===== src/rtl/serial_deframer.sv =====
// Receive-side deframer for the slave serial link: hunts a sync nibble in an
// LSB-first bit stream, reassembles data nibbles and checks a per-frame XOR checksum.
module serial_deframer #(
  parameter logic [3:0] SYNC          = 4'hA,
  parameter int         FRAME_NIBBLES = 4
) (
  input  logic       clk,
  input  logic       rst_n,
  input  logic       sin,
  output logic [3:0] dout,
  output logic       dvalid,
  output logic       frame_ok,
  output logic       frame_err,
  output logic       locked,
  output logic       lock_lost
);

  typedef enum logic [1:0] {
    HUNT  = 2'd0,
    DATA  = 2'd1,
    CSUM  = 2'd2,
    VSYNC = 2'd3
  } state_t;

  localparam logic [3:0] LAST_NIB = 4'(FRAME_NIBBLES - 1);

  function automatic logic [3:0] csum_update(input logic [3:0] acc, input logic [3:0] nib);
    csum_update = acc ^ nib;
  endfunction

  state_t     r_state;
  logic [3:0] r_sh;
  logic [1:0] r_bitcnt;
  logic [3:0] r_nibcnt;
  logic [3:0] r_csum;
  logic [3:0] r_dout;
  logic       r_dvalid;
  logic       r_frame_ok;
  logic       r_frame_err;
  logic       r_locked;
  logic       r_lock_lost;

  state_t     w_state_nxt;
  logic [3:0] w_nw;
  logic       w_last_bit;
  logic [1:0] w_bitcnt_nxt;
  logic [3:0] w_nibcnt_nxt;
  logic [3:0] w_csum_nxt;
  logic [3:0] w_dout_nxt;
  logic       w_dvalid_nxt;
  logic       w_frame_ok_nxt;
  logic       w_frame_err_nxt;
  logic       w_locked_nxt;
  logic       w_lock_lost_nxt;

  // Newest four bits with the first-received bit in position 0.
  assign w_nw       = {sin, r_sh[3:1]};
  assign w_last_bit = (r_bitcnt == 2'd3);

  // Next-state and next-output logic; pulses default low every edge.
  always_comb begin
    w_state_nxt     = r_state;
    w_bitcnt_nxt    = r_bitcnt;
    w_nibcnt_nxt    = r_nibcnt;
    w_csum_nxt      = r_csum;
    w_dout_nxt      = r_dout;
    w_dvalid_nxt    = 1'b0;
    w_frame_ok_nxt  = 1'b0;
    w_frame_err_nxt = 1'b0;
    w_locked_nxt    = r_locked;
    w_lock_lost_nxt = 1'b0;

    case (r_state)
      HUNT: begin
        if (w_nw == SYNC) begin
          w_locked_nxt = 1'b1;
          w_bitcnt_nxt = 2'd0;
          w_nibcnt_nxt = 4'd0;
          w_csum_nxt   = 4'd0;
          w_state_nxt  = DATA;
        end else begin
          w_state_nxt = HUNT;
        end
      end

      DATA: begin
        w_bitcnt_nxt = r_bitcnt + 2'd1;
        if (w_last_bit) begin
          w_dout_nxt   = w_nw;
          w_dvalid_nxt = 1'b1;
          w_csum_nxt   = csum_update(r_csum, w_nw);
          w_nibcnt_nxt = r_nibcnt + 4'd1;
          if (r_nibcnt == LAST_NIB) begin
            w_state_nxt = CSUM;
          end else begin
            w_state_nxt = DATA;
          end
        end else begin
          w_state_nxt = DATA;
        end
      end

      CSUM: begin
        w_bitcnt_nxt = r_bitcnt + 2'd1;
        if (w_last_bit) begin
          if (w_nw == r_csum) begin
            w_frame_ok_nxt = 1'b1;
          end else begin
            w_frame_err_nxt = 1'b1;
          end
          w_state_nxt = VSYNC;
        end else begin
          w_state_nxt = CSUM;
        end
      end

      VSYNC: begin
        w_bitcnt_nxt = r_bitcnt + 2'd1;
        if (w_last_bit) begin
          if (w_nw == SYNC) begin
            w_csum_nxt   = 4'd0;
            w_nibcnt_nxt = 4'd0;
            w_state_nxt  = DATA;
          end else begin
            // Frames are back-to-back; a missing sync means alignment is gone.
            w_locked_nxt    = 1'b0;
            w_lock_lost_nxt = 1'b1;
            w_state_nxt     = HUNT;
          end
        end else begin
          w_state_nxt = VSYNC;
        end
      end

      default: begin
        w_state_nxt  = HUNT;
        w_locked_nxt = 1'b0;
      end
    endcase
  end

  // State, datapath and output registers.
  always_ff @(posedge clk or negedge rst_n) begin
    if (!rst_n) begin
      r_state     <= HUNT;
      r_sh        <= 4'd0;
      r_bitcnt    <= 2'd0;
      r_nibcnt    <= 4'd0;
      r_csum      <= 4'd0;
      r_dout      <= 4'd0;
      r_dvalid    <= 1'b0;
      r_frame_ok  <= 1'b0;
      r_frame_err <= 1'b0;
      r_locked    <= 1'b0;
      r_lock_lost <= 1'b0;
    end else begin
      r_state     <= w_state_nxt;
      r_sh        <= w_nw;
      r_bitcnt    <= w_bitcnt_nxt;
      r_nibcnt    <= w_nibcnt_nxt;
      r_csum      <= w_csum_nxt;
      r_dout      <= w_dout_nxt;
      r_dvalid    <= w_dvalid_nxt;
      r_frame_ok  <= w_frame_ok_nxt;
      r_frame_err <= w_frame_err_nxt;
      r_locked    <= w_locked_nxt;
      r_lock_lost <= w_lock_lost_nxt;
    end
  end

  assign dout      = r_dout;
  assign dvalid    = r_dvalid;
  assign frame_ok  = r_frame_ok;
  assign frame_err = r_frame_err;
  assign locked    = r_locked;
  assign lock_lost = r_lock_lost;

endmodule


===== config.mk =====
export PLATFORM = sky130hd
export DESIGN_NAME = serial_deframer
export DESIGN_NICKNAME = d
export VERILOG_FILES = /design/src/rtl/serial_deframer.sv
export SDC_FILE = /design/constraint.sdc
export NUM_CORES = 1
export LEC_CHECK = 0
export CORE_MARGIN = 3
export CORE_UTILIZATION = 50
export CTS_BUF_LIST = sky130_fd_sc_hd__clkbuf_4 sky130_fd_sc_hd__clkbuf_8 sky130_fd_sc_hd__clkbuf_16
export CTS_CLUSTER_DIAMETER = 60
export DETAILED_ROUTE_END_ITERATION = 10
export PLACE_DENSITY = 0.72
export SLEW_MARGIN = 10
export SYNTH_ARGS = -nofsm -noshare
export SYNTH_HDL_FRONTEND = slang
export SYNTH_SLANG_ARGS = --single-unit

===== constraint.sdc =====
create_clock -name clk -period 3.05 [get_ports clk]
set_clock_uncertainty 0.15 [all_clocks]
set_input_delay 0.7625 -clock clk [delete_from_list [all_inputs] [get_ports clk]]
set_output_delay 0.7625 -clock clk [all_outputs]
set_load 0.05 [all_outputs]

# Word level (Yosys, flattened, before mapping)
# Cells that the tools add are included.
# op_classes
add_sub_neg,2
reduce_logical,7
n_mux,31
n_eq_ne,11
bitwise_logic,1
# ops
op,n
4-bit two-way mux,6
4-bit one-hot mux with 3 select lines,2
1-bit two-way mux,16
2-bit two-way mux,4
"2-bit inequality test, second input constant",4
2-bit one-hot mux with 4 select lines,1
"2-bit equality test, second input constant",3
"4-bit by 1-bit adder with 4-bit output, second input constant",1
"4-bit by 2-bit equality test with 1-bit output, second input constant",1
4-bit equality test,1
"4-bit equality test, second input constant",1
2-bit one-hot mux with 2 select lines,1
4-bit AND reduction,1
4-bit bitwise XOR,1
3-bit AND reduction,1
3-bit nonzero test,1
3-bit OR reduction,1
"2-bit by 1-bit adder with 2-bit output, second input constant",1
"2-bit by 1-bit equality test with 1-bit output, second input constant",1
2-bit zero test,1
1-bit one-hot mux with 2 select lines,1
2-bit AND reduction,1
2-bit nonzero test,1
# totals
inputBits,3
wordCells,63
regBits,25
output_inout_bits,9

# Depth between registers and ports, before layout
# Gate-level depths: netlist of run 1.
# depth
ltp_word,4
depth_mapped,5
depth_no_buf,4

# Least setup slack after synthesis of run 1
# Ideal clock, no wire load.
# synth_timing
path_type,register -> output
start,"register r_locked, in the netlist locked"
end,output port locked
arrival_time_ns,0.611
required_ns,2.138
path_stages_with_launch,1
slack_ns,1.527
path_buffers,0
cell_sequence,dfrtp_1
# synth_rtl
item,line_no,text
"start, declared",40,logic r_locked;
"start signal, assigned",166,r_locked <= w_locked_nxt;
"end, declared",14,"output logic locked,"
# No word-level cell between the ends.

# Final worst setup path of run 1
# layout_timing
start,"register r_locked, in the netlist locked"
end,output port locked
# No word-level cell between the ends.

==> results of run 1 <==
worst min path at each step:
stage / startpoint / end / slack (ns) / cells past startpoint
floorplan: r_sh[3] / r_sh[2] / 0.27 / 0
global placement: r_sh[3] / r_sh[2] / 0.30 / 0
detailed placement: r_sh[3] / r_sh[2] / 0.29 / 0
CTS: r_sh[3] / r_sh[2] / 0.34 / 0
global route: dout[0] / dout[0] / 0.36 / 2
finish: dout[1] / dout[1] / 0.35 / 2
flip-flops by register name, summed over array words and instances (netlist names), 2 cells and up:
signal and cells:
dout 4, r_csum 4, r_nibcnt 4, r_sh 3, r_bitcnt 2, r_state 2
worst reg2reg max path: stages (launching register included):
cell,delay [ns]
dfrtp_1,0.39
ha_1,0.46
nand2_1,0.26
o32ai_1,0.34
o21ai_0,0.10
power by group:
part	internal [mW]	switching (mW)	leakage, nW
combinational	0.225	0.330	0.254
sequential	0.433	0.135	0.300
clock	0.0729	0.0941	0.0210
total	0.731	0.559	0.575
cell usage in the layout (no fill, tap or decap), types with 2 or more instances in the layout:
cell	n
clkbuf_4	3
o21ai_0	7
inv_1	3
nand2b_1	3
nor2_1	6
dfrtp_1	24
xnor2_1	4
a21oi_1	2
o21bai_1	4
ha_1	2
clkdlybuf4s50_1	11
nand2_1	15
nand3_1	5
nand4b_1	5
o22ai_1	2
kinds of logic after synthesis:
kind of cell / synth area share (%)
AND/OR/NAND/NOR: 23.8
flip-flops: 52.7
AO/OA/AOI/OAI: 14.2
buffers and inverters: 3.96
XOR/XNOR: 3.08
adder cells (fa/ha/maj): 2.20
routing by layer:
layer,share of wire [%],vias to the layer above
met5,0,-
met4,0.87,0
met3,3.5,4
met2,46,17
met1,49,411
li1,-,398
cell type report:
class | instances | area share, %
Tap cell | 27 | 2.61
Multi-Input combinational cell | 74 | 38.1
Inverter | 3 | 0.871
Timing Repair Buffer | 12 | 9.10
Sequential cell | 24 | 46.5
Clock buffer | 4 | 2.81
synth_stat cells:
cell type  count  share of area, %
dfrtp_1       24                53
nand2_1       15               4.9
o21ai_0        7               3.1
nor2_1         6               2.0
nand3_1        5               2.2
nand4b_1       5               3.8
o21bai_1       4               2.6
xnor2_1        4               3.1
buf_4          3               2.0
inv_1          3              0.99
nand2b_1       3               1.6
a21oi_1        2              0.88
ha_1           2               2.2
o22ai_1        2               1.1
a21o_1         1              0.66
a21oi_4        1               1.4
a2bb2oi_1      1              0.77
and4bb_4       1               1.4
buf_6          1              0.99
nand3b_1       1              0.66
nand3b_4       1               1.8
nand4_1        1              0.55
nand4bb_2      1               1.4
nor2b_1        1              0.55
nor3b_1        1              0.66
nor4_1         1              0.55
o211a_1        1              0.88
o211ai_1       1              0.66
o21ai_1        1              0.44
o311a_1        1              0.88
o32ai_1        1              0.77
or2_1          1              0.55
or2_2          1              0.55
or3_1          1              0.55
stage by stage:
step | hold slack [ns] | power (mW) | setup slack, ns | util [%] | cells
floorplan | 0.268 | 0.987 | 1.53 | - | 105
detailed placement | 0.292 | 1.13 | 0.783 | 60.9 | 140
finish | 0.347 | 1.29 | 0.628 | 62.7 | 144
global placement | 0.304 | 1.12 | 0.857 | 60.9 | 140
CTS | 0.340 | 1.30 | 0.618 | 62.7 | 144
global route | 0.361 | 1.38 | 0.574 | 62.7 | 144
==> impl_metrics.ini, run 1 <==
[run_status]
status = complete, no violations

[global_route]
grt_overflow = 0
top_usage_layer = met2
met1_usage_pct = 24.9
grt_antenna_before_repair = 0
grt_max_degree = 25
grt_pass1_wl_mm = 3.65
gr-usage-met3_pct = 5.26
grtUsageTotal_pct = 17.8
grt_use_met2_pct = 26.6
grt_pass1_vias = 796

[placed_design]
io_buffers = 11
gp_congestion = 0.784
place_area_um2 = 1260
dp_hpwl_mm = 1.48

[timing]
rsz0062_at_grt = no
tightest_slew_ns = 0.598
min_period_ns = 2.42
slew_viol_final = 0
tns_ns = 0
slew_headroom_pct = 60.2
hold_viol_final = 0
fin_crit_sh_pct = 79.4
fmax_ghz = 0.413
setup_viol = 0

[floorplan]
coreArea_um2 = 2060
dieWidth_um = 53.7
start_util_pct = 55.2
top_level_ports = 12
die_area_um2 = 2890
die_y_um = 53.7
rows = 16

[drt]
wire_per_inst_um = 15.1
vias_per_cell = 5.76
first_pass_iters = 4
vias = 830
antenna_left = 0
drcViolationCount = 0
finalWirelength_mm = 2.18
drtIter0Drc = 11

[worst_setup_path]
max_stage_delay_ns = 0.81
cp.arrival_ns = 1.51
crit_buf_inv = 1
crit_end = locked
startpoint = locked
cp_slowest_cell = clkdlybuf4s50_1
reg2reg_depth = 4
crit_family = buffers and inverters
r2r_end = r_state[0]
path_class = flop to primary output
rr_startpoint = r_bitcnt[0]
cp_data_required_time_ns = 2.14
critPathMaxFanout = 3
end_kind = primary output
cp_cell_sequence = clkdlybuf4s50_1
path_depth = 1
r2r_setup_slack_ns = 1.23
cp-start-kind = flop

[cts]
cts-buffers-inserted = 3
cts_buffer_depth = 2
clk_pin_slew_ns = 0.13
ctsHoldBuffers = 0
cts_max_level = 1
clock_sinks = 24
cts_tree = done
root_buffer = clkbuf_4
cts_resized = 0
insertion_delay_ns = 0.31
cts_setup_buffers = 0

[worst_hold_path]
hp-class = flop to flop

[layout]
areaGrowthSynthToFinish_pct = 13.5
fin_nets = 123
regArea_um2 = 601
fillCellCount = 165
multi_input_area_um2 = 493
final_area_um2 = 1290
drive_gt1_share_pct = 8.55
antenna_cells = 0

[logic_synthesis]
ys_seq_area_share_pct = 52.7
synth_area_um2 = 1140
synth_warnings = 0
synth-seq-cells = 24
yosysUniqueCellTypes = 34
syn_nets = 110
syn_avg_cell_area_um2 = 10.8
synthCells = 105

[power_and_ir_drop]
ir_drop_mv = 0.552
p_leak_nw = 0.575
p_per_area_nw_per_um2 = 999

[flow_run]
max-cap-violations = 0
Power figures use the tool's default switching activity.
==> run 2, diff against run 1 <==
- CORE_UTILIZATION: 50 -> 49
- PLACE_DENSITY: 0.72 -> 0.73
- clock period: 3.05 -> 2.1 ns (I/O delays scaled with it)
==> impl_metrics.ini, run 2 (same netlist as run 1, synthesis figures left out) <==
[run_status]
status = complete, no violations

[cts]
root_buffer = clkbuf_4
clk_pin_slew_ns = 0.12
insertion_delay_ns = 0.31
cts-buffers-inserted = 3
cts_resized = 0
ctsHoldBuffers = 0
cts_tree = done
cts_buffer_depth = 2
clock_sinks = 24
cts_setup_buffers = 0
cts_max_level = 1

[drt]
first_pass_iters = 5
drcViolationCount = 0
drtIter0Drc = 20
vias_per_cell = 5.78
finalWirelength_mm = 2.08
antenna_left = 0
vias = 827
wire_per_inst_um = 14.5

[worst_setup_path]
path_class = flop to flop
cp-start-kind = flop
reg2reg_depth = 4
r2r_setup_slack_ns = 0.32
rr_startpoint = r_bitcnt[0]
r2r_end = r_state[0]
cp_cell_sequence = ha_1 -> nand2_1 -> o32ai_1 -> o21ai_0
cp_data_required_time_ns = 2.14
cp.arrival_ns = 1.82
end_kind = flop
max_stage_delay_ns = 0.46
cp_slowest_cell = ha_1
critPathMaxFanout = 12

[power_and_ir_drop]
p_per_area_nw_per_um2 = 1430
p_leak_nw = 0.582
ir_drop_mv = 0.988

[worst_hold_path]
holdPathEnd = dout[0]
hold_path_depth = 2
hp-class = flop to flop
hold_start = dout[0]

[timing]
slew_viol_final = 0
fmax_ghz = 0.561
tns_ns = 0
tightest_slew_ns = 0.582
fin_crit_sh_pct = 84.9
slew_headroom_pct = 61.2
rsz0062_at_grt = no
whs_ns = 0.337
min_period_ns = 1.78
final.setup.worst_slack_ns = 0.318
setup_viol = 0
hold_viol_final = 0

[layout]
drive_gt1_share_pct = 15.5
fin_nets = 123
fillCellCount = 180
areaGrowthSynthToFinish_pct = 10.3
multi_input_area_um2 = 493
final_common_cell = dfrtp_1
final_cell_mix = dfrtp_1, nand2_1, buf_4
utilization_pct = 60.3
final_area_um2 = 1260
regArea_um2 = 601
antenna_cells = 0

[placed_design]
gp_congestion = 0.749
place_area_um2 = 1230
io_buffers = 11
dp_slack_ns = 0.132
dp_hpwl_mm = 1.37

[floorplan]
top_level_ports = 12
dieWidth_um = 54.2
die_area_um2 = 2940
start_util_pct = 54.7
coreArea_um2 = 2080
rows = 16
die_y_um = 54.2

[global_route]
grt_pass1_vias = 777
gr-usage-met3_pct = 2.77
grt_antenna_before_repair = 0
grt_overflow = 0
grt_max_degree = 25
grtUsageTotal_pct = 17.3
grt_use_met2_pct = 26.9
grt_pass1_wl_mm = 3.62
top_usage_layer = met2
met1_usage_pct = 23.7

[flow_run]
max-cap-violations = 0
-- run 2: cell types whose count changed in the layout (fill, tap and decap cells not counted), sizes merged --
cell / before / now
clkbuf: 4 / 3
buf: 1 / 10
clkdlybuf4s50: 11 / 2
-- run 2: where the power goes --
group / switching (mW) / internal, mW / leakage, nW
registers: 0.189 / 0.629 / 0.300
logic: 0.479 / 0.308 / 0.268
clock network: 0.130 / 0.0671 / 0.0138
total: 0.798 / 1.00 / 0.582
-- run 2: metal layers --
metal / wire length, um / share of wire [%]
met5: 0 / 0
met4: 31 / 1.5
met3: 114 / 5.5
met1: 968 / 47
met2: 964 / 46
-- run 2: metrics by stage --
step,power (mW),instances
after floorplan,1.43,105
after global placement,1.59,140
after detailed placement,1.61,140
after CTS,1.82,143
after global routing,1.95,143
final,1.80,143
-- run 2: how the worst max path moves through the flow --
stage                      startpoint          end  slack (ns)
final                     r_bitcnt[0]   r_state[0]        0.32
after global routing      r_bitcnt[0]   r_state[0]        0.19
after CTS                 r_bitcnt[0]   r_state[0]        0.31
after detailed placement          sin  r_nibcnt[2]        0.13
after global placement            sin  r_nibcnt[2]        0.17
after floorplan           r_bitcnt[0]   r_state[0]        0.63
-- run 2: cell type report --
| class | count | area share, % |
|---|---|---|
| tap | 27 | 2.69 |
| clock buffer | 3 | 1.79 |
| inverter | 3 | 0.896 |
| sequential | 24 | 47.8 |
| timing repair buffer | 12 | 7.57 |
| multi-input combinational | 74 | 39.2 |
-- run 2: worst max-delay path: cells and delay by family, from the launching register on --
kind | cells | cell delay (ns)
AOI/OAI and AO/OA | 2 | 0.41
adders and majority gates | 1 | 0.46
DFF | 1 | 0.39
and+or+nand+nor | 1 | 0.25
